**src/rtl/ttt_pkg.sv**
```systemverilog
// Shared definitions for the tic-tac-toe turn arbiter: mark encodings, FSM states,
// board size and the one-hot cell decoder.
package ttt_pkg;

  localparam int NUM_CELLS = 9;

  typedef enum logic [1:0] {
    EMPTY  = 2'b00,
    PLAYER = 2'b01,
    PC     = 2'b10
  } mark_t;

  typedef enum logic [2:0] {
    P_TURN,
    C_TURN,
    WRITE,
    SETTLE,
    DONE
  } state_t;

  // Bit 8 is cell 1 and bit 0 is cell 9; an all-zero vector decodes to 0.
  function automatic logic [3:0] onehot_to_idx(input logic [NUM_CELLS-1:0] pos);
    logic [3:0] idx;
    idx = '0;
    for (int i = 0; i < NUM_CELLS; i++) begin
      if (pos[i]) idx = 4'(NUM_CELLS - i);
    end
    return idx;
  endfunction

endpackage

```
**src/rtl/ttt_edge_det.sv**
```systemverilog
// One-bit rising-edge detector: rise is high while d is high and was low at the
// previous clock edge.
module ttt_edge_det (
  input  logic clk,
  input  logic reset,
  input  logic d,
  output logic rise
);

  logic d_q;

  // NOTE: sequential state uses non-blocking assignments; reset is synchronous.
  always_ff @(posedge clk) begin
    if (reset) d_q <= 1'b0;
    else       d_q <= d;
  end

  assign rise = d & ~d_q;

endmodule

```
**src/rtl/ttt_turn_arbiter.sv**
```systemverilog
// Turn arbiter for a player-vs-PC tic-tac-toe game: validates move requests against
// board occupancy, issues one-cycle board writes and tracks turn, timeout and game end.
module ttt_turn_arbiter
  import ttt_pkg::*;
#(
  parameter bit          FIRST      = 1'b0,
  parameter int unsigned PC_TIMEOUT = 1000
) (
  input  logic                 clk,
  input  logic                 reset,
  input  logic                 play,
  input  logic [NUM_CELLS-1:0] play_pos,
  input  logic                 pc,
  input  logic [NUM_CELLS-1:0] pc_pos,
  input  logic [NUM_CELLS-1:0] occ,
  input  logic                 win,
  output logic                 wr_en,
  output logic [3:0]           wr_idx,
  output logic [1:0]           wr_mark,
  output logic [1:0]           turn,
  output logic                 illegal,
  output logic                 timeout,
  output logic [3:0]           move_cnt,
  output logic                 game_over,
  output logic                 draw
);

  localparam state_t INIT_STATE = FIRST ? C_TURN : P_TURN;
  localparam int     TIMER_W    = (PC_TIMEOUT > 2) ? $clog2(PC_TIMEOUT) : 1;
  localparam logic [TIMER_W-1:0] TIMER_LAST = TIMER_W'(PC_TIMEOUT - 1);

  state_t               state, state_nxt;
  mark_t                mark_q, req_mark;
  logic [3:0]           idx_q;
  logic [TIMER_W-1:0]   timer;
  logic                 play_rise, pc_rise;
  logic                 req_edge, req_legal, accept, reject;
  logic [NUM_CELLS-1:0] req_pos;

  ttt_edge_det u_play_edge (.clk(clk), .reset(reset), .d(play), .rise(play_rise));
  ttt_edge_det u_pc_edge   (.clk(clk), .reset(reset), .d(pc),   .rise(pc_rise));

  // NOTE: every always_comb output gets a default first so no latch is inferred.
  always_comb begin
    req_pos   = play_pos;
    req_mark  = PLAYER;
    req_edge  = 1'b0;
    if (state == P_TURN) begin
      req_edge = play_rise;
    end else if (state == C_TURN) begin
      req_pos  = pc_pos;
      req_mark = PC;
      req_edge = pc_rise;
    end
    req_legal = $onehot(req_pos) && ((req_pos & occ) == '0);
    accept    = req_edge && req_legal;
    reject    = req_edge && !req_legal;
  end

  always_comb begin
    state_nxt = state;
    case (state)
      P_TURN, C_TURN: if (accept) state_nxt = WRITE;
      WRITE:          state_nxt = SETTLE;
      SETTLE: begin
        if (win || move_cnt == 4'(NUM_CELLS)) state_nxt = DONE;
        else if (mark_q == PLAYER)            state_nxt = C_TURN;
        else                                  state_nxt = P_TURN;
      end
      default:        state_nxt = DONE;
    endcase
  end

  always_ff @(posedge clk) begin
    if (reset) begin
      state    <= INIT_STATE;
      mark_q   <= EMPTY;
      idx_q    <= '0;
      move_cnt <= '0;
      illegal  <= 1'b0;
      timeout  <= 1'b0;
      timer    <= '0;
    end else begin
      state   <= state_nxt;
      illegal <= reject;
      timeout <= 1'b0;
      if (accept) begin
        mark_q   <= req_mark;
        idx_q    <= onehot_to_idx(req_pos);
        move_cnt <= move_cnt + 4'd1;
      end
      // Timer runs only while the PC keeps the turn; leaving C_TURN rearms it.
      if (state == C_TURN && state_nxt == C_TURN) begin
        if (timer == TIMER_LAST) begin
          timer   <= '0;
          timeout <= 1'b1;
        end else begin
          timer <= timer + 1'b1;
        end
      end else begin
        timer <= '0;
      end
    end
  end

  // Gating with reset keeps a write that is in flight from reaching the board.
  assign wr_en   = (state == WRITE) && !reset;
  assign wr_idx  = wr_en ? idx_q : 4'd0;
  assign wr_mark = wr_en ? mark_q : EMPTY;

  always_comb begin
    case (state)
      P_TURN:        turn = PLAYER;
      C_TURN:        turn = PC;
      WRITE, SETTLE: turn = mark_q;
      default:       turn = EMPTY;
    endcase
  end

  assign game_over = (state == DONE);
  assign draw      = game_over && (move_cnt == 4'(NUM_CELLS)) && !win;

endmodule
```
**config.mk**
```make
export PLATFORM = sky130hd
export DESIGN_NAME = ttt_turn_arbiter
export DESIGN_NICKNAME = d
export VERILOG_FILES = /design/src/rtl/ttt_pkg.sv /design/src/rtl/ttt_edge_det.sv /design/src/rtl/ttt_turn_arbiter.sv
export SDC_FILE = /design/constraint.sdc
export NUM_CORES = 1
export LEC_CHECK = 0
export ABC_CLOCK_PERIOD_IN_PS = 7100
export CAP_MARGIN = 5
export CELL_PAD_IN_SITES_DETAIL_PLACEMENT = 2
export CELL_PAD_IN_SITES_GLOBAL_PLACEMENT = 2
export CORE_MARGIN = 1
export CORE_UTILIZATION = 36
export CTS_CLUSTER_SIZE = 40
export DETAILED_ROUTE_END_ITERATION = 6
export DONT_BUFFER_PORTS = 1
export PLACE_DENSITY_LB_ADDON = 0.08
export SYNTH_ARGS = -nofsm -noshare
export SYNTH_HDL_FRONTEND = slang
export SYNTH_SLANG_ARGS = --single-unit
```
**constraint.sdc**
```tcl
create_clock -name clk -period 7.1 [get_ports clk]
set_input_delay 1.42 -clock clk [delete_from_list [all_inputs] [get_ports clk]]
set_output_delay 1.42 -clock clk [all_outputs]
set_load 0.02 [all_outputs]
```
* Yosys cells after proc, flatten, opt, wreduce, memory -nomap -nowiden
Index checks and enable logic that the tools add are counted.
Operators by class: add/subtract/negate cells 10, eq/ne operators 9, mux-type cells 23, bitwise logic cells 6, reduce and logical (&&, ||, !) cells 17
Operators with widths (count):
- two-way mux 4 bit | 10
- two-way mux 9 bit | 2
- adder 10 x 1 -> 10 bit, second input constant | 1
- == test 10 bit, second input constant | 1
- AND 9 bit | 1
- zero test 9 bit | 1
- case mux 3 bit (3 select lines) | 1
- adder 1 x 1 -> 2 bit | 4
- logical AND 1 bit | 7
- adder 2 x 2 -> 3 bit | 2
- == test 3 x 1 -> 1 bit, second input constant | 2
- == test 3 x 2 -> 1 bit, second input constant | 2
- two-way mux 2 bit | 3
- two-way mux 3 bit | 2
- case mux 2 bit (3 select lines) | 1
- OR reduction 2 bit | 3
- adder 3 x 3 -> 4 bit | 1
- adder 4 x 1 -> 4 bit | 1
- adder 4 x 1 -> 4 bit, second input constant | 1
- == test 4 x 1 -> 1 bit, second input constant | 1
- == test 4 bit, second input constant | 1
- two-way mux 1 bit | 4
- == test 3 bit, second input constant | 1
- zero test 1 bit | 3
- other kinds (6) | 9
Storage, ports and cells: bits in registers 27, input bits 32

* Longest topological paths before layout
Gate-level depths: netlist of run 1.
depth after elaboration 16, depth in mapped cells 21, gate-level depth less buffers 17

* By module
From an unflattened synthesis of run 1, not the netlist that was laid out.
Second synthesis, totals: cells, all modules 226, area, all modules 1971.9 µm²
By module, submodules not included:
- ttt_turn_arbiter | instances 1, cells each 220, area an instance 1876.8 µm²
- ttt_edge_det | instances 2, cells each 3, area an instance 47.5 µm²

* Least setup slack after synthesis of run 1
OpenSTA, ideal clock, no wires.
path kind input to register, start point in pc_pos[1], end point reg idx_q[2], setup time 0.071 ns, arrival 5.630 ns, required time 7.029 ns, slack 1.399 ns, cell stages on the path 15, path buffers 0, path through mux2_2 -> fa_1 -> inv_1 -> fa_1 -> inv_1 -> fa_1 -> inv_1 -> fa_1 -> fa_1 -> nor4bb_1 -> a31oi_1 -> a2111oi_4 -> nand4_4 -> or3_1 -> a21oi_1
On the way: cells in the longest elaborated chain, start to end 10, elaborated cells on any way between the ends 19, classes of those cells 4 x add/sub; 1 x eq/ne; 10 x mux; 1 x bitwise; 3 x reduce/logical
RTL lines:
- from (decl) | RTL line ttt_turn_arbiter.sv:14 | input logic [NUM_CELLS-1:0] pc_pos,
- two-way mux 9 bit (*) | RTL line ttt_turn_arbiter.sv:50 | end else if (state == C_TURN) begin
- two-way mux 9 bit (*) | RTL line ttt_turn_arbiter.sv:48 | if (state == P_TURN) begin
- parallel branches: the longest is 8 deep, another holds adder 3 x 3 -> 4 bit
- to (signal assigned) | RTL line ttt_turn_arbiter.sv:89 | idx_q <= onehot_to_idx(req_pos);
- to (decl) | RTL line ttt_turn_arbiter.sv:34 | logic [3:0] idx_q;
Mark *: on every way between the ends. A chain may end at the register's enable or synchronous reset.

* Final worst setup path of run 1
start point reg state[0], end point reg move_cnt[3]
On the way: cells in the longest elaborated chain, start to end 10, elaborated cells on any way between the ends 19, classes of those cells 8 x add/sub; 2 x eq/ne; 4 x mux; 1 x bitwise; 4 x reduce/logical
RTL lines:
- from (decl) | RTL line ttt_turn_arbiter.sv:32 | state_t state, state_nxt;
- from (signal assigned) | RTL line ttt_turn_arbiter.sv:84 | state <= state_nxt;
- == test 3 x 1 -> 1 bit | RTL line ttt_turn_arbiter.sv:50
- two-way mux 9 bit | RTL line ttt_turn_arbiter.sv:50
- two-way mux 9 bit | RTL line ttt_turn_arbiter.sv:48
- adder 1 x 1 -> 2 bit (not written as such) | RTL line ttt_turn_arbiter.sv:55 | req_legal = $onehot(req_pos) && ((req_pos & occ) == '0);
- adder 2 x 2 -> 3 bit (not written as such) | RTL line ttt_turn_arbiter.sv:55
- adder 3 x 3 -> 4 bit (not written as such) | RTL line ttt_turn_arbiter.sv:55
- adder 4 x 1 -> 4 bit (not written as such) | RTL line ttt_turn_arbiter.sv:55
- == test 4 x 1 -> 1 bit | RTL line ttt_turn_arbiter.sv:55
- logical AND 1 bit | RTL line ttt_turn_arbiter.sv:55
- logical AND 1 bit (*) | RTL line ttt_turn_arbiter.sv:56 | accept = req_edge && req_legal;
- to (signal assigned) | RTL line ttt_turn_arbiter.sv:90 | move_cnt <= move_cnt + 4'd1;
- to (decl) | RTL line ttt_turn_arbiter.sv:23 | output logic [3:0] move_cnt,
Every way passes the cells marked *; elsewhere a longest branch is shown, timed or not.

==> metrics.yaml, run 1 <==
layout-drive-gt1-share_pct: 7.55
cts-htree-levels: 1
synth.avg_cell_area_um2: 8.34
max_slew_margin_pct: 33.1
synth.lib_cells_used.distinct: 43
critPathArrivalTime_ns: 6.19
cts-root-to-sink-buffers: 2
post_synth_instance_area_mm2: 0.00180
grt_antenna_before_repair: 0
postRouteAntennaNets: 0
min_delay_worst_type: "flip-flop to flip-flop"
rsz_0062_raised_after_global_routing: "no"
place_area_mm2: 0.00184
setup_violations: 0
synth_seq_area_share_pct: 30.0
clk_pin_slew_worst_paths_ns: 0.09
fin_setup_tns_ns: 0
postCtsHoldBufs: 0
period_minus_slack_ns: 5.98
synth_top_flop_cell: "sky130_fd_sc_hd__dfxtp_1"
gr-total-overflow: 0
start_kind: "flip-flop"
firstDrtPassIters: 4
yosysWarnings: 0
detailed_place_hpwl_um: 4060
postRouteWirelength_um: 4820
max_freq_ghz: 0.167
dp_slack_ns: 0.894
postSynthCellCount: 216
drtIter0Drc: 12
synth-edff-count: 0
io_pins: 49
netlist_top_cells_area: "sky130_fd_sc_hd__dfxtp_1, sky130_fd_sc_hd__nand2_1, sky130_fd_sc_hd__fa_1"
grt.total_usage_pct: 19.9
area_share_of_the_largest_cell_type_after_synthesis_pct: 30.0
grt_pass1_vias: 1653
final_area_mm2: 0.00189
finish.net_count: 257
drc: 0
ff2ff_setup_slack_ns: 1.12
drt-vias-per-instance: 5.30
routabilityCongestion: 0.765
design_power_total_mw: 0.311
ctsResizeCount: 0
fin_crit_sh_pct: 84.2
drt-wirelength-per-cell_um: 17.3
synthMostInstantiatedCell: "sky130_fd_sc_hd__nand2_1"
core_area_mm2: 0.00475
setup.worst_path.class: "flip-flop to flip-flop"
chipHeight_um: 72.7
slew_of_the_pin_with_the_lowest_slew_margin_ns: 1.00
yosys-top-cells-count: "sky130_fd_sc_hd__nand2_1, sky130_fd_sc_hd__dfxtp_1, sky130_fd_sc_hd__nor2_1"
areaGrowthSynthToFinish_pct: 4.79
die_width_um: 72.7
floorplan.die_area_mm2: 0.00529
initial_core_utilization_pct: 37.9
grt_max_degree: 19
count_of_inserted_antenna_diode_cells: 0
grt_pass1_wl_um: 8050
worst_ir_drop_vdd_uv: 63.4
clock_latency_late_sink_ns: 0.27
power.density_cell_area_mw_per_mm2: 164
clock-root-buffer: "sky130_fd_sc_hd__clkbuf_8"
postSynthRegisterBits: 27
slew_violations: 0
worst-path-max-fanout: 18
power.static_leakage_nw: 0.694
cp.required_ns: 7.31
synthDominantAreaCellType: "sky130_fd_sc_hd__dfxtp_1"
worst_slack_ns: 1.12
cts.sinks: 27
cts-buffers-inserted: 3
outcome: "finished, final reports clean"
cts_tree: "done"
port_buffers: 0
async_reset_ff_share_pct: 0
skew_ns: 0.00696
timing.max_cap.violations: 0
postSynthNetCount: 260
dr_total_vias: 1479
post-cts-setup-buffer-count: 0
worst_setup_path_end_kind: "flip-flop"
row_count: 25
hold_violations_final: 0
==> sequential cells by signal (all words and copies together), names as in the netlist <==
| name | cells |
|---|---|
| timer | 10 |
| idx_q | 4 |
| move_cnt | 4 |
| state | 3 |
| mark_q | 2 |
| illegal | 1 |
| timeout | 1 |
| u_pc_edge.d_q | 1 |
| u_play_edge.d_q | 1 |
==> cell families (layout without fill, tap and decap cells) <==
group           Yosys count  count (layout)  share of synthesized area, %
simple gates            105             105                          30.8
flops                    27              27                          30.0
compound gates           26              26                          10.4
buf+inv                  24              20                          6.32
mux                      13              13                          7.64
fa+ha+maj                12              12                          10.4
xor+xnor                  9               9                          4.37
==> report_power, final <==
part | switching [mW] | total (mW) | internal, mW
clock | 0.0481 | 0.0875 | 0.0393
sequential | 0.00190 | 0.155 | 0.153
combinational | 0.0384 | 0.0682 | 0.0299
==> critical path, stage by stage (launching register included) <==
cell                        delay [ns]
sky130_fd_sc_hd__dfxtp_1          0.51
sky130_fd_sc_hd__nor3b_2          0.33
sky130_fd_sc_hd__buf_4            0.30
sky130_fd_sc_hd__mux2_2           0.40
sky130_fd_sc_hd__fa_1             0.52
sky130_fd_sc_hd__inv_1            0.06
sky130_fd_sc_hd__fa_1             0.53
sky130_fd_sc_hd__inv_1            0.06
sky130_fd_sc_hd__fa_1             0.53
sky130_fd_sc_hd__inv_1            0.06
sky130_fd_sc_hd__fa_1             0.48
sky130_fd_sc_hd__fa_1             0.52
sky130_fd_sc_hd__nor4bb_1         0.24
sky130_fd_sc_hd__a31oi_1          0.11
sky130_fd_sc_hd__a2111oi_4        0.37
sky130_fd_sc_hd__nand4_4          0.30
sky130_fd_sc_hd__or3_1            0.44
sky130_fd_sc_hd__a21oi_1          0.15
==> cells in the final DEF (no fill, tap or decap), types with 3 or more instances in the layout <==
master                      n
sky130_fd_sc_hd__nor3_1    11
sky130_fd_sc_hd__xor2_1     4
sky130_fd_sc_hd__and3_1     3
sky130_fd_sc_hd__a22oi_1    3
sky130_fd_sc_hd__nand3_1    4
sky130_fd_sc_hd__a21oi_1    8
sky130_fd_sc_hd__nor2_1    23
sky130_fd_sc_hd__mux2i_1   10
sky130_fd_sc_hd__nand2b_1   3
sky130_fd_sc_hd__clkbuf_8   3
sky130_fd_sc_hd__dfxtp_1   27
sky130_fd_sc_hd__a31oi_1    3
sky130_fd_sc_hd__ha_1       7
sky130_fd_sc_hd__o21ai_0    4
sky130_fd_sc_hd__nand2_1   29
sky130_fd_sc_hd__fa_1       5
sky130_fd_sc_hd__nor2b_1    5
sky130_fd_sc_hd__inv_1     15
sky130_fd_sc_hd__nor3b_1    5
sky130_fd_sc_hd__and2_1     7
sky130_fd_sc_hd__or3_1      3
sky130_fd_sc_hd__a211oi_1   3
sky130_fd_sc_hd__xnor2_1    5
==> metrics by stage <==
| stage | utilization, % | hold slack [ns] | cells |
|---|---|---|---|
| final | 39.7 | 0.450 | 279 |
| after global routing | 39.7 | 0.481 | 279 |
| after CTS | 39.7 | 0.456 | 279 |
| after detailed placement | 38.7 | 0.442 | 275 |
| after global placement | 38.7 | 0.424 | 275 |
| after floorplan | - | 0.413 | 216 |
==> layout make-up <==
type	count	area (um2)
Fill cell	561	2870
Multi-Input combinational cell	165	1150
Sequential cell	27	541
Tap cell	67	83.8
Inverter	15	56.3
Clock buffer	3	41.3
Timing Repair Buffer	1	7.51
Clock inverter	1	5.00
==> final timing paths <==
check | from | endpoint | depth (start not counted)
max | state[0] | move_cnt[3] | 17
min | idx_q[1] | idx_q[1] | 2
max reg2reg | state[0] | move_cnt[3] | 17
min reg2reg | idx_q[1] | idx_q[1] | 2
==> metal layers <==
layer	wire (um)	vias to the layer above	global-route usage, %
met5	0	-	0
met3	216	4	3.59
met2	2440	31	35.4
met4	25	0	3.27
met1	2150	720	25.5
li1	-	724	-
Note: power is estimated with default switching activity, not from simulation.
==> run 2: changes to the inputs <==
--- a/config.mk
+++ b/config.mk
@@ -5,12 +5,12 @@
 export SDC_FILE = /design/constraint.sdc
 export NUM_CORES = 1
 export LEC_CHECK = 0
-export ABC_CLOCK_PERIOD_IN_PS = 7100
+export ABC_CLOCK_PERIOD_IN_PS = 5200
 export CAP_MARGIN = 5
 export CELL_PAD_IN_SITES_DETAIL_PLACEMENT = 2
 export CELL_PAD_IN_SITES_GLOBAL_PLACEMENT = 2
 export CORE_MARGIN = 1
-export CORE_UTILIZATION = 36
+export CORE_UTILIZATION = 32
 export CTS_CLUSTER_SIZE = 40
 export DETAILED_ROUTE_END_ITERATION = 6
 export DONT_BUFFER_PORTS = 1
==> constraint.sdc (replaced) <==
create_clock -name clk -period 5.2 [get_ports clk]
set_input_delay 1.04 -clock clk [delete_from_list [all_inputs] [get_ports clk]]
set_output_delay 1.04 -clock clk [all_outputs]
set_load 0.02 [all_outputs]
==> metrics.yaml, run 2 (synthesized netlist as in run 1, its figures left out) <==
outcome: "finished, final reports clean"
max_slew_margin_pct: 33.1
hold_violations_final: 0
layout_common_cells: "sky130_fd_sc_hd__nand2_1, sky130_fd_sc_hd__dfxtp_1, sky130_fd_sc_hd__nor2_1, sky130_fd_sc_hd__buf_4, sky130_fd_sc_hd__inv_1"
multi_input_comb_area_mm2: 0.00120
dp_slack_ns: -0.296
grt_max_degree: 19
postRouteAntennaNets: 0
gr-total-overflow: 0
drt-vias-per-instance: 5.33
cts-buffers-inserted: 3
skew_ns: 0.00590
regMostFlops: "timer"
postRouteWirelength_um: 5340
dr_total_vias: 1598
detailed_place_hpwl_um: 4210
row_count: 26
cp.required_ns: 5.42
placed_cells: 290
fin_crit_sh_pct: 96.5
grt.total_usage_pct: 18.9
largest_registers: "timer: 10 flops, idx_q: 4 flops, move_cnt: 4 flops"
drtIter0Drc: 30
series_of_cell_instances_along_the_critical_path: "mux2_4, fa_1, inv_2, fa_1, inv_1, fa_1, inv_2, fa_2, fa_1, nor4bb_1, a31oi_1, a2111oi_4, buf_4, nand4_4, or3_1, a21oi_1"
max_freq_ghz: 0.199
setup.worst_path.class: "input port to flip-flop"
ff_latch_area_um2: 547
port_buffers: 0
die_width_um: 77.0
min_delay_worst_type: "flip-flop to flip-flop"
cts-root-to-sink-buffers: 2
worst_slack_ns: 0.182
chipHeight_um: 77.0
timing.max_cap.violations: 0
io_pins: 49
period_minus_slack_ns: 5.02
layoutNonFillerInstCount: 300
core_area_mm2: 0.00527
power.density_cell_area_mw_per_mm2: 211
start_kind: "input port"
slew_of_the_pin_with_the_lowest_slew_margin_ns: 1.00
finish.net_count: 275
slew_violations: 0
layout-drive-gt1-share_pct: 18.3
clock_latency_late_sink_ns: 0.28
cpMostUsedCell: "sky130_fd_sc_hd__fa_1"
cts_tree: "done"
critPathArrivalTime_ns: 5.23
grt_pass1_wl_um: 8860
drt-wirelength-per-cell_um: 17.8
cts-htree-levels: 1
areaGrowthSynthToFinish_pct: 15.0
firstDrtPassIters: 4
grt_pass1_vias: 1840
count_of_inserted_antenna_diode_cells: 0
grt_antenna_before_repair: 0
worst_ir_drop_vdd_uv: 97.6
worst-path-max-fanout: 6
worst_path_max_delay_cell: "sky130_fd_sc_hd__fa_1"
rsz_0062_raised_after_global_routing: "no"
design_power_total_mw: 0.438
largest_register_ffs: 10
layout.cells.most_common: "sky130_fd_sc_hd__nand2_1"
initial_core_utilization_pct: 34.2
clk_pin_slew_worst_paths_ns: 0.10
setup_violations: 0
final.fill_count: 601
routabilityCongestion: 0.748
cts.sinks: 27
power.static_leakage_nw: 0.787
slowest_delay_ns: 0.53
clock-root-buffer: "sky130_fd_sc_hd__clkbuf_8"
worst_setup_path_end_kind: "flip-flop"
drc: 0
floorplan.die_area_mm2: 0.00593
-- run 2: changes by cell type in the layout (fill, tap and decap cells not counted), moves of 2 or more --
cell                      before  now
sky130_fd_sc_hd__mux2_4        1    3
sky130_fd_sc_hd__inv_2         0    2
sky130_fd_sc_hd__inv_1        15   13
sky130_fd_sc_hd__buf_4         1   18
sky130_fd_sc_hd__dfxtp_2       0    2
sky130_fd_sc_hd__mux2_2        2    0
sky130_fd_sc_hd__dfxtp_1      27   24
-- run 2: worst paths after layout --
path                 end         from  depth (start not counted)  slack (ns)
max reg2reg  move_cnt[2]     state[2]                         17        0.18
max          move_cnt[2]  play_pos[3]                         16        0.18
min reg2reg     idx_q[2]     idx_q[2]                          2        0.45
min             idx_q[2]     idx_q[2]                          2        0.45
-- run 2: where the power goes --
part / internal, mW / switching, mW
combinational: 0.0472 / 0.0564
clock: 0.0538 / 0.0699
sequential: 0.208 / 0.00223
-- run 2: critical path: cells and delay by family --
family	cells	cell delay (ns)
muxes	1	0.28
buffers and inverters	4	0.34
AOI/OAI and AO/OA	3	0.42
and+or+nand+nor	3	0.73
adders and majority gates	5	2.42
-- run 2: metal layers --
layer	up-vias	share of wire, %	global-route usage (%)	wire length (um)
met3	6	4.3	3.33	229
met5	-	0	0	0
met1	789	44	22.6	2340
met2	41	51	34.2	2700
li1	762	-	-	-
met4	0	1.2	5.28	66
-- run 2: cell type report --
type / instances / area share (%)
inverters: 15 / 2.72
multi-input cells: 166 / 57.9
flip-flops and latches: 27 / 26.4
well taps: 70 / 4.23
clock inverters: 1 / 0.242
clock buffers: 3 / 1.99
repair buffers: 18 / 6.52
-- run 2: stage by stage --
| step | TNS [ns] | hold WS (ns) | util, % | area [um2] |
|---|---|---|---|---|
| floorplan | 0 | 0.413 | - | 1810 |
| global placement | -0.951 | 0.425 | 36.7 | 1940 |
| detailed placement | -3.87 | 0.439 | 36.7 | 1940 |
| CTS | 0 | 0.452 | 38.9 | 2050 |
| global route | 0 | 0.478 | 39.3 | 2070 |
| finish | 0 | 0.454 | 39.3 | 2070 |
-- run 2: what timing repair did --
action | in CTS | in global routing
pin swaps | 5 | 12
setup endpoints to repair | 9 | 22
gates resized for setup | 9 | 6
setup buffers | 4 | 1
hold endpoints to repair | 0 | 0
hold buffers | 0 | 0
gates cloned | 1 | 0
==> run 3: changes to the inputs <==
--- a/config.mk
+++ b/config.mk
@@ -5,12 +5,13 @@
 export SDC_FILE = /design/constraint.sdc
 export NUM_CORES = 1
 export LEC_CHECK = 0
+export ABC_AREA = 1
 export ABC_CLOCK_PERIOD_IN_PS = 5200
 export CAP_MARGIN = 5
 export CELL_PAD_IN_SITES_DETAIL_PLACEMENT = 2
 export CELL_PAD_IN_SITES_GLOBAL_PLACEMENT = 2
 export CORE_MARGIN = 1
-export CORE_UTILIZATION = 32
+export CORE_UTILIZATION = 31
 export CTS_CLUSTER_SIZE = 40
 export DETAILED_ROUTE_END_ITERATION = 6
 export DONT_BUFFER_PORTS = 1
==> metrics.yaml, run 3 <==
outcome: "finished, final reports clean"
critPathArrivalTime_ns: 5.13
finalHoldWorstSlack_ns: 0.459
row_count: 28
grtUsageMet2_pct: 27.4
seqPwrFrac_pct: 48.0
drt-vias-per-instance: 4.67
slew_of_the_pin_with_the_lowest_slew_margin_ns: 0.687
largest_registers: "timer: 10 flops, idx_q: 4 flops, move_cnt: 4 flops"
layout_common_cells: "sky130_fd_sc_hd__inv_1, sky130_fd_sc_hd__nor2_1, sky130_fd_sc_hd__nand2_1, sky130_fd_sc_hd__dfxtp_1, sky130_fd_sc_hd__nand3_1"
die_width_um: 81.7
layout.cells.most_common: "sky130_fd_sc_hd__inv_1"
share_of_the_core_filled_with_cells_pct: 34.7
drc: 0
busiest_layer: "met2"
power.density_cell_area_mw_per_mm2: 211
period_minus_slack_ns: 4.96
dr_total_vias: 1657
regMostFlops: "timer"
drtIter0Drc: 27
grt_antenna_before_repair: 0
fin_crit_sh_pct: 95.4
finish.net_count: 325
combPwrFrac_pct: 25.3
netlist_top_cells_area: "sky130_fd_sc_hd__dfxtp_1, sky130_fd_sc_hd__inv_1, sky130_fd_sc_hd__nor2_1"
synth_seq_area_share_pct: 27.4
setup_violations: 0
cts-htree-levels: 1
worst-path-max-fanout: 5
clockPowerShare_pct: 26.7
yosys-top-cells-count: "sky130_fd_sc_hd__inv_1, sky130_fd_sc_hd__nor2_1, sky130_fd_sc_hd__nand2_1"
synthMostInstantiatedCell: "sky130_fd_sc_hd__inv_1"
detailed_place_hpwl_um: 4390
port_buffers: 0
power.internal_mw: 0.305
postRouteAntennaNets: 0
cts.sinks: 27
cts_tree: "done"
drt-wirelength-per-cell_um: 14.3
slew_violations: 0
total_switching_power_mw: 0.137
synth-edff-count: 0
firstDrtPassIters: 4
setup.worst_path.class: "input port to flip-flop"
grt_pass1_wl_um: 8480
max_slew_margin_pct: 53.7
min_delay_worst_type: "flip-flop to flip-flop"
async_reset_ff_share_pct: 0
postSynthCellCount: 278
gr-total-overflow: 0
grt.total_usage_pct: 16.9
grt_pass1_vias: 1721
grtUsageMet3_pct: 2.89
power_switching_share_pct: 31.1
postSynthRegisterBits: 27
clk_pin_slew_worst_paths_ns: 0.09
io_pins: 49
largest_register_ffs: 10
final.fill_count: 746
worst_slack_ns: 0.238
postSynthNetCount: 322
core_area_mm2: 0.00603
postRouteWirelength_um: 5080
worst_setup_path_end_kind: "flip-flop"
skew_ns: 0.00492
clock-root-buffer: "sky130_fd_sc_hd__clkbuf_8"
synth.lib_cells_used.distinct: 35
timing.max_cap.violations: 0
power.static_leakage_nw: 0.942
routabilityCongestion: 0.721
max_freq_ghz: 0.202
dp_slack_ns: -0.139
worst_ir_drop_vdd_uv: 124
cp.required_ns: 5.37
post_synth_instance_area_mm2: 0.00197
rsz_0062_raised_after_global_routing: "no"
area_share_of_the_largest_cell_type_after_synthesis_pct: 27.4
yosysWarnings: 0
areaGrowthSynthToFinish_pct: 6.23
synthDominantAreaCellType: "sky130_fd_sc_hd__dfxtp_1"
chipHeight_um: 81.7
cts-buffers-inserted: 3
cts-root-to-sink-buffers: 2
floorplan.die_area_mm2: 0.00668
start_kind: "input port"
initial_core_utilization_pct: 32.7
synth.avg_cell_area_um2: 7.08
hold_violations_final: 0
count_of_inserted_antenna_diode_cells: 0
grt_use_met1_pct: 24.2
clock_latency_late_sink_ns: 0.27
grt_max_degree: 15
layout-drive-gt1-share_pct: 16.4
synth_top_flop_cell: "sky130_fd_sc_hd__dfxtp_1"
-- run 3: changes by cell type after synthesis, sizes merged, moves of 5 or more --
cell | before | now
o21ai | 4 | 10
nand3 | 4 | 25
nor3b | 6 | 1
inv | 15 | 60
mux2i | 10 | 0
nand2 | 29 | 49
nor2 | 23 | 49
and2 | 7 | 0
nor2b | 5 | 0
nand4 | 2 | 7
-- run 3: worst paths after layout --
kind	start	to	slack (ns)	depth (start not counted)
setup / recovery	pc_pos[0]	mark_q[1]	0.24	21
hold / removal	timer[0]	timer[0]	0.46	1
setup reg to reg	state[2]	mark_q[1]	0.36	23
hold reg to reg	timer[0]	timer[0]	0.46	1
-- run 3: cell families (layout without fill, tap and decap cells) --
kind of cell               after synthesis  count (layout)  synth area share [%]
AOI/OAI and AO/OA                       18              18                  6.29
DFF                                     27              27                  27.4
and+or+nand+nor                        143             143                  37.2
adders and majority gates               12              12                  9.53
buffers and inverters                   68              70                  15.1
xor gates and xnor gates                10              10                  4.45
-- run 3: cell type report --
class / count / area [um2] / area share, %
Sequential cell: 27 / 542 / 25.9
Inverter: 61 / 229 / 10.9
Multi-Input combinational cell: 183 / 1140 / 54.7
Clock buffer: 4 / 45.0 / 2.15
Timing Repair Buffer: 5 / 37.5 / 1.79
Tap cell: 75 / 93.8 / 4.49
-- run 3: through the flow --
stage / area [um2] / instances / total power, mW / TNS (ns)
after floorplan: 1970 / 278 / 0.306 / 0
after global placement: 2030 / 351 / 0.322 / 0
after detailed placement: 2030 / 351 / 0.329 / -1.65
after CTS: 2080 / 355 / 0.451 / 0
after global routing: 2090 / 355 / 0.476 / 0
final: 2090 / 355 / 0.442 / 0
-- run 3: timing repair --
| action | in CTS | in global routing |
|---|---|---|
| setup endpoints to repair | 0 | 23 |
| resized for setup | 0 | 4 |
| hold buffers | 0 | 0 |
| buffers inserted | 0 | 0 |
-- run 3: power groups by stage --
stage	clock network (mW)	logic, mW	registers, mW
6_report	0.118	0.112	0.212
5_1_grt	0.133	0.130	0.213
4_1_cts	0.126	0.113	0.212
3_5_place_dp	0	0.112	0.217
3_3_place_gp	0	0.105	0.217
2_1_floorplan	0	0.0902	0.216
-- run 3: layer usage --
| layer | up-vias | part of all wire, % | wire, um |
|---|---|---|---|
| li1 | 848 | - | - |
| met2 | 27 | 44 | 2260 |
| met3 | 0 | 2.5 | 128 |
| met4 | 0 | 0 | 0 |
| met1 | 782 | 53 | 2690 |
| met5 | - | 0 | 0 |
-- run 3: worst max-delay path, stage by stage --
cell                      delay (ns)
sky130_fd_sc_hd__inv_1          0.03
sky130_fd_sc_hd__nand3_1        0.12
sky130_fd_sc_hd__nand2_2        0.12
sky130_fd_sc_hd__inv_1          0.07
sky130_fd_sc_hd__fa_1           0.53
sky130_fd_sc_hd__inv_1          0.06
sky130_fd_sc_hd__fa_1           0.54
sky130_fd_sc_hd__inv_1          0.06
sky130_fd_sc_hd__fa_1           0.53
sky130_fd_sc_hd__inv_1          0.05
sky130_fd_sc_hd__fa_1           0.46
sky130_fd_sc_hd__fa_1           0.50
sky130_fd_sc_hd__inv_1          0.05
sky130_fd_sc_hd__nor2_1         0.08
sky130_fd_sc_hd__nand2_1        0.06
sky130_fd_sc_hd__a21oi_1        0.16
sky130_fd_sc_hd__nand2_1        0.12
sky130_fd_sc_hd__nor3_4         0.25
sky130_fd_sc_hd__nand4_1        0.17
sky130_fd_sc_hd__nand2_1        0.10
sky130_fd_sc_hd__nor2_1         0.04
==> patch: new RTL, config.mk and constraints of run 2 <==
Compare `move_cnt` against `4'(NUM_CELLS)` with >= in place of ==.
--- a/src/rtl/ttt_turn_arbiter.sv
+++ b/src/rtl/ttt_turn_arbiter.sv
@@ -120,3 +120,3 @@
   assign game_over = (state == DONE);
-  assign draw      = game_over && (move_cnt == 4'(NUM_CELLS)) && !win;
+  assign draw      = game_over && (move_cnt >= 4'(NUM_CELLS)) && !win;
 
Behaviour: no difference found for any inputs over 10 cycles, from zero or initial values and one cycle with reset high; that may be too few to reach the edited logic, so the function may still have changed.
==> patch against run 2 <==
- die area grew 10%
- cell area grew 10%
- sequential share of layout area shrank 2.6 points
- total power grew 4.3%
- area after synthesis grew 11%
- setup slack lost 7.0 ps
- routed wire length grew 18%
- sequential cell count is the same
- first-iteration DRC count grew 63%
- synthesized cell count grew 6.9%
- critical path type is now flop to flop
- critical endpoint is now idx_q[1]
- largest cell class unchanged
==> patch: results <==
group,metric,value,unit
outcome,status,"finished, final reports clean",
global_route,first_global_vias,1987,
synth,synth_compound_area_share,12.2,%
worst_setup_path,ff2ff_path_depth,18,
sta,period_minus_slack,5030,ps
worst_setup_path,arrival,5240,ps
power,p_leak,0.000829,uW
global_route,grtUsageMet3,2.92,%
global_route,grt_pass1_wl,9820,um
global_route,grt_use_met1,23.1,%
sta,clock_skew,8.15,ps
route,met2_length,3380,um
placed_design,dp_hpwl,4840,um
route,routed_wl,6290,um
power,peakVddDrop,0.0740,mV
synth,ys_seq_area_share,27.1,%
synth,netlist_instances,231,
synth,synth_fa_ha_area_share,10.0,%
global_route,grt_max_degree,18,
global_route,use_met2,37.7,%
worst_setup_path,startpoint,"state[2]",
final_layout,drive_above_1_share,16.6,%
worst_setup_path,r2r_end,"idx_q[1]",
synth,synth_top_cells_by_area,"dfxtp_1 (27%), mux2i_1 (7.5%), fa_1 (5.0%)",
route,wire_per_inst,19.9,um
synth,synth_xor_area_share,2.64,%
synth,ys_types,53,
route,m1WireLength,2610,um
route,drtIter0Drc,49,
[patch: where the power goes]
group | switching (uW) | internal, uW | total, uW | leakage [uW]
registers | 1.86 | 209 | 210 | 0.000219
logic | 63.5 | 59.5 | 123 | 0.000584
clock network | 69.3 | 53.9 | 123 | 0.0000255
[patch: worst max-delay path: stages (launching register included)]
cell and delay [ps]:
dfxtp_2 350, nor3b_4 230, buf_12 150, mux2_2 360
fa_1 510, inv_1 50, fa_1 470, inv_1 50
fa_1 470, inv_1 50, fa_2 350, fa_1 510
nor4bb_4 190, a31oi_1 90, a2111o_1 500, nor3_4 240
buf_12 140, buf_12 110, mux2i_1 170
[patch: worst min-delay path by stage]
stage | from | cells after the start | slack, ps | end
finish | idx_q[2] | 2 | 460 | idx_q[2]
floorplan | timer[0] | 1 | 430 | timer[0]
detailed placement | idx_q[2] | 2 | 450 | idx_q[2]
global placement | idx_q[3] | 2 | 440 | idx_q[3]
CTS | idx_q[2] | 2 | 470 | idx_q[2]
global route | timer[0] | 1 | 480 | timer[0]
[patch: repair_timing]
action | 4_1_cts | 5_1_grt
hold buffers | 0 | 0
buffers inserted | 0 | 4
setup endpoints to repair | 0 | 24
resized for setup | 0 | 6
[patch: through the flow]
step	cell area (um2)	hold slack [ps]	power, uW
finish	2290	460	457
global route	2290	480	487
CTS	2150	469	448
detailed placement	2100	453	325
global placement	2100	439	317
floorplan	2010	429	295
[patch: area by class of cell]
cell class / count / area [um2]
Fill cell: 680 / 3670
Multi-Input combinational cell: 180 / 1360
Sequential cell: 27 / 543
Timing Repair Buffer: 15 / 185
Tap cell: 75 / 93.8
Inverter: 15 / 56.3
Clock buffer: 3 / 41.3
Clock inverter: 1 / 5.00
